[src/rtl/gpio_bank_regs.sv]
// gpio_bank_regs: parametrised GPIO register bank with pin drive, input sync and W1C edge interrupts
module gpio_bank_regs #(
  parameter int NumPins = 72,
  parameter int BusWidth = 32,
  parameter int AddrWidth = 16,
  parameter logic [AddrWidth-1:0] BaseAddr = 'h2000
) (
  input  logic                 reg_clk,
  input  logic                 reset_in,
  input  logic                 chip_sel,
  input  logic                 write_reg,
  input  logic                 read_reg,
  input  logic [AddrWidth-1:0] busaddress,
  input  logic [BusWidth-1:0]  busdata_in,
  output logic [BusWidth-1:0]  busdata_out,
  output logic                 read_valid,
  input  logic [NumPins-1:0]   gpio_in,
  output logic [NumPins-1:0]   gpio_out,
  output logic [NumPins-1:0]   gpio_oe,
  output logic                 irq
);
  localparam int NumWords = (NumPins + 31) / 32;
  localparam int W = NumWords * 32;
  localparam logic [W:0] One = 1;
  localparam logic [W-1:0] Valid = W'((One << NumPins) - One);
  logic [W-1:0] ddr, odrain, dout, rise_en, fall_en, status;
  logic [W-1:0] s2w, pw, ev, wm, wv, w1c, src;
  logic [NumPins-1:0] s1, s2, p;
  logic [AddrWidth-1:0] off;
  logic [2:0] sel;
  logic [3:0] k;
  logic hit, we, re, unused_addr;
  logic [BusWidth-1:0] rdata;
  assign off = busaddress - BaseAddr;
  assign sel = off[8:6];
  assign k = off[5:2];
  assign unused_addr = ^off[1:0];
  assign hit = busaddress >= BaseAddr && off[AddrWidth-1:9] == '0 && 32'(k) < NumWords;
  assign we = chip_sel & write_reg & hit;
  assign re = chip_sel & read_reg;
  assign wm = (W'(32'hFFFF_FFFF) << {k, 5'b0}) & Valid;
  assign wv = (W'(busdata_in) << {k, 5'b0}) & wm;
  assign w1c = (we && sel == 3'd6) ? wv : '0;
  assign s2w = W'(s2);
  assign pw = W'(p);
  assign ev = (s2w & ~pw & rise_en) | (~s2w & pw & fall_en);
  always_comb begin
    src = sel == 3'd0 ? ddr :
          sel == 3'd1 ? odrain :
          sel == 3'd2 ? dout :
          sel == 3'd3 ? s2w :
          sel == 3'd4 ? rise_en :
          sel == 3'd5 ? fall_en :
          sel == 3'd6 ? status : '0;
    rdata = hit ? BusWidth'(src >> {k, 5'b0}) : '0;
  end
  always_ff @(posedge reg_clk) begin
    if (reset_in) begin
      {ddr, odrain, dout, rise_en, fall_en, status} <= '0;
      {s1, s2, p} <= '0;
      {gpio_out, gpio_oe} <= '0;
      busdata_out <= '0;
      read_valid <= 1'b0;
      irq <= 1'b0;
    end else begin
      ddr <= (we && sel == 3'd0) ? (ddr & ~wm) | wv : ddr;
      odrain <= (we && sel == 3'd1) ? (odrain & ~wm) | wv : odrain;
      dout <= (we && sel == 3'd2) ? (dout & ~wm) | wv : dout;
      rise_en <= (we && sel == 3'd4) ? (rise_en & ~wm) | wv : rise_en;
      fall_en <= (we && sel == 3'd5) ? (fall_en & ~wm) | wv : fall_en;
      status <= ev | (status & ~w1c);
      s1 <= gpio_in;
      s2 <= s1;
      p <= s2;
      gpio_out <= dout[NumPins-1:0] & ~odrain[NumPins-1:0];
      gpio_oe <= ddr[NumPins-1:0] & (~odrain[NumPins-1:0] | ~dout[NumPins-1:0]);
      read_valid <= re;
      busdata_out <= re ? rdata : busdata_out;
      irq <= |status;
    end
  end
endmodule

[config.mk]
export PLATFORM = sky130hd
export DESIGN_NAME = gpio_bank_regs
export DESIGN_NICKNAME = d
export VERILOG_FILES = /design/src/rtl/gpio_bank_regs.sv
export SDC_FILE = /design/constraint.sdc
export NUM_CORES = 2
export LEC_CHECK = 0
export ABC_AREA = 1
export CAP_MARGIN = 15
export CORE_AREA = 2 2 271 273
export DETAILED_ROUTE_END_ITERATION = 8
export DIE_AREA = 0 0 273 275
export GPL_ROUTABILITY_DRIVEN = 0
export PLACE_DENSITY = 0.7
export SYNTH_ARGS = -nofsm -noshare
export SYNTH_HDL_FRONTEND = slang
export SYNTH_SLANG_ARGS = --single-unit
[constraint.sdc]
create_clock -name reg_clk -period 2.7 [get_ports reg_clk]
set_clock_uncertainty 0.2 [all_clocks]
set_input_delay 0.27 -clock reg_clk [delete_from_list [all_inputs] [get_ports reg_clk]]
set_output_delay 0.27 -clock reg_clk [all_outputs]
set_load 0.03 [all_outputs]
[After elaboration in Yosys (flattened, before gate mapping)]
Cells that the tools add are included.
Storage, ports and cells
  bits in registers: 970
  input port bits: 125
  word-level logic and storage cells: 76
Cells by class
  equal/unequal tests: 6
  shifts and indexed selects: 3
  bitwise logic cells: 30
  reductions and logical operators: 11
  muxes and demuxes: 9
  $lt $le $gt $ge: 2
  add/subtract/negate cells: 1
Operator list (number)
  $and 96x96->96: 8
  $mux 96: 8
  $or 96x96->96: 7
  $not 72->96: 3
  $and 96x72->96: 2
  $and 72x72->72: 2
  $not 72->72: 2
  $and 72x96->96: 1
  $not 96->96: 1
  $reduce_or 96->1: 1
  $shl 32x9->96: 1
  $shr 96x9->32: 1
  $or 72x72->72: 1
  $shl 32x9->72 const A: 1
  $mux 32: 1
  $ge 16x14->1 const B: 1
  $sub 16x14->16 const B: 1
  $eq 3x3->1 const B: 3
  $logic_and 1x1->1: 8
  $logic_not 7->1: 1
  $eq 3x2->1 const B: 2
  $lt 4x2->1 const B: 1
  $and 1x1->1: 3
  $eq 3x1->1 const B: 1
  $logic_not 3->1: 1

[Longest topological paths before layout]
  word-level depth: 11
  mapped depth: 13
  gate-level depth less buffers: 12

[Worst setup path before layout]
OpenSTA, ideal clock, no wires.
  kind: input -> register
  start: input port busaddress[7]
  end: register (tool-made name)
  slack: 872 ps
  stages on the path: 8
  arrival time: 1508 ps
  cell sequence: buf_4 -> nor2_4 -> inv_2 -> nor2_1 -> inv_2 -> nor3_4 -> buf_4 -> a21oi_1
RTL lines
  start: declaration: RTL line 13  | input logic [AddrWidth-1:0] busaddress,

[Final worst setup path]
  start: register busdata_out[8]
  end: output port busdata_out[8]
RTL lines
  start: declaration: RTL line 15  | output logic [BusWidth-1:0] busdata_out,
  start signal: assignment: RTL line 78  | busdata_out <= re ? rdata : busdata_out;
No word-level cell between the ends.

==> flow_metrics.env <==
export IMPL_final_period_utilization=0.860
export IMPL_hold_start="gpio_in[54]"
export IMPL_dieArea_mm2=0.0751
export IMPL_r2r_worst_path_cells=6
export IMPL_cts_sinks=826
export IMPL_drv_cap=0
export IMPL_synth_cells=4354
export IMPL_rows=99
export IMPL_path_class="flip-flop to primary output"
export IMPL_track_usage=0.285
export IMPL_cts_root_buf="clkbuf_16"
export IMPL_ys_seq_area_frac=0.513
export IMPL_whs_endpoint="s1[54]"
export IMPL_io_pins=303
export IMPL_wl_per_cell_um=19.2
export IMPL_drt_pass1_iter_count=7
export IMPL_regToRegSetupSlack_ps=530
export IMPL_cp_start_kind="flip-flop"
export IMPL_yosysMostFrequentCell="nand2_1"
export IMPL_cts_buffer_depth=3
export IMPL_critPathBufInv=1
export IMPL_syn_area_per_cell_um2=7.40
export IMPL_combPwrFrac=0.058
export IMPL_crit_fanout=2
export IMPL_drc_errors=0
export IMPL_grt_pass1_wl_mm=166
export IMPL_numCtsBuffers=84
export IMPL_routed_wl_mm=110
export IMPL_finalSetupTns_ps=0
export IMPL_synthTopCellsByArea="dfxtp_1, nand2_1, a21oi_1"
export IMPL_p_clk_frac=0.464
export IMPL_slew_headroom=0.474
export IMPL_slowest_delay_ps=730
export IMPL_start_util=0.445
export IMPL_critPathSlowestCell="clkdlybuf4s50_1"
export IMPL_tritoncts="done"
export IMPL_synth_edf_count=0
export IMPL_p_seq_frac=0.478
export IMPL_crit_arrival_ps=1850
export IMPL_io_buffers=300
export IMPL_syn_area_mm2=0.0322
export IMPL_yosysTopAreaCell="dfxtp_1"
export IMPL_grt_overflow=0
export IMPL_crit_required_ps=2230
export IMPL_synth_async_reset_ratio=0
export IMPL_status="finished clean"
export IMPL_hold_depth=3
export IMPL_cp_top_family="buffers and inverters"
export IMPL_worstHoldPathType="primary input to flip-flop"
export IMPL_irDropWorstVdd_mv=0.437
export IMPL_placement_cell_area_mm2=0.0370
export IMPL_period_needed_ps=2320
export IMPL_swShare=0.232
export IMPL_power_switching_mw=6.02
export IMPL_area_growth_synth_to_final_pct=25.7
export IMPL_r2r_end="irq"
export IMPL_worst_pin_slew_ps=782
export IMPL_grt_pass1_vias=28029
export IMPL_slew_viol_final=0
export IMPL_r2r_start="status[43]"
export IMPL_htree_levels=3
export IMPL_diodes=0
export IMPL_netlist_area_leader_share=0.513
export IMPL_syn_num_nets=4479
export IMPL_yosysWarnings=0
export IMPL_dieHeight_um=275
export IMPL_synth_flop_cell="dfxtp_1"
export IMPL_grt_max_degree=152
export IMPL_rsz0062_at_grt="no"
export IMPL_pwr_density_cell_mw_per_mm2=640
export IMPL_timing_hold_violations_final=0
export IMPL_drtAntennaViolNets=0
export IMPL_synth_cell_types=33
export IMPL_fmax_ghz=0.431
export IMPL_synth_commonest_cells="nand2_1, dfxtp_1, nor2_1"
export IMPL_path_clk_slew_ps=60
export IMPL_num_vias=30812
export IMPL_post_cts_buffers=0
export IMPL_fp_dieW_um=273
export IMPL_nets=4822
export IMPL_core_mm2=0.0723
export IMPL_design_area_mm2=0.0405
export IMPL_insertion_delay_ps=640
export IMPL_cellInternalPower_mw=19.9
export IMPL_setup_viol=0
export IMPL_p_leak_nw=16.3
export IMPL_drt_iter0_drc=3828
export IMPL_drive_gt1_frac=0.0756
export IMPL_dp_hpwl_mm=72.7
export IMPL_antenna_found_initial=4
export IMPL_via_per_inst=5.39
export IMPL_cp_cell_sequence="clkdlybuf4s50_1"
export IMPL_ys_ff_latch=826
export IMPL_worstSetupEndpointType="primary output"
## power by group through the flow
| stage | sequential, mW | clock (mW) | combinational (mW) |
|---|---|---|---|
| floorplan | 12.6 | 0 | 0.719 |
| global placement | 12.6 | 0 | 1.37 |
| detailed placement | 12.7 | 0 | 1.38 |
| CTS | 12.4 | 12.2 | 1.47 |
| global route | 12.4 | 12.7 | 1.62 |
| finish | 12.4 | 12.0 | 1.50 |
## tightest hold or removal path, stage by stage
cell and delay (ps):
clkdlybuf4s50_1 440, inv_1 70, nor2_1 30
## worst max-delay path by stage
stage / startpoint / end / depth (start not counted)
final: busdata_out[8] / busdata_out[8] / 1
after global routing: busaddress[2] / flip-flop / 10
after CTS: busdata_out[8] / busdata_out[8] / 1
after detailed placement: busaddress[10] / flip-flop / 10
after global placement: busaddress[4] / flip-flop / 8
after floorplan: busaddress[7] / flip-flop / 8
## kinds of logic (layout without fill, tap and decap cells)
group	after synthesis	in the layout	share of synthesized area
flops	826	826	0.513
buf+inv	755	1161	0.0937
simple gates	1781	1781	0.228
compound gates	992	992	0.165
## per-stage QoR
stage	util	worst slack, ps	total power [mW]	instances	hold slack (ps)
after floorplan	-	872	13.3	4354	177
after global placement	0.511	-88.6	14.0	5503	191
after detailed placement	0.511	-119	14.0	5503	193
after CTS	0.560	390	26.0	5719	0.197
after global routing	0.560	371	26.7	5719	22.2
final	0.560	377	25.9	5719	27.5
## placed cells by master (no fill, tap or decap), types with 88 or more instances in the layout
cell / Yosys / routed
clkbuf_16: 0 / 88
dfxtp_1: 826 / 826
nand2_1: 968 / 967
clkdlybuf4s50_1: 0 / 298
buf_4: 8 / 108
a21oi_1: 372 / 372
nor2_1: 496 / 495
o21ai_1: 93 / 93
inv_1: 478 / 478
nand3_1: 112 / 112
o21ai_0: 354 / 354
## final cells by class
type | instances | area (um2)
Clock buffer | 118 | 2530
Clock inverter | 31 | 334
Fill cell | 6695 | 31800
Inverter | 493 | 1860
Multi-Input combinational cell | 2773 | 12700
Sequential cell | 826 | 16500
Tap cell | 959 | 1200
Timing Repair Buffer | 519 | 5370
## what timing repair did
| item | CTS | global route |
|---|---|---|
| hold buffers | 67 | 0 |
| endpoints found under the hold margin | 98 | 0 |
| resized for setup | 0 | 0 |
## metal layers
layer / routed length, um / vias to the layer above / track usage
met1: 47200 / 14244 / 0.403
li1: - / 14714 / -
met2: 46400 / 1625 / 0.426
met5: 0 / - / 0
met4: 3910 / 0 / 0.113
met3: 12500 / 229 / 0.0583
Note: power is estimated with default switching activity, not from simulation.
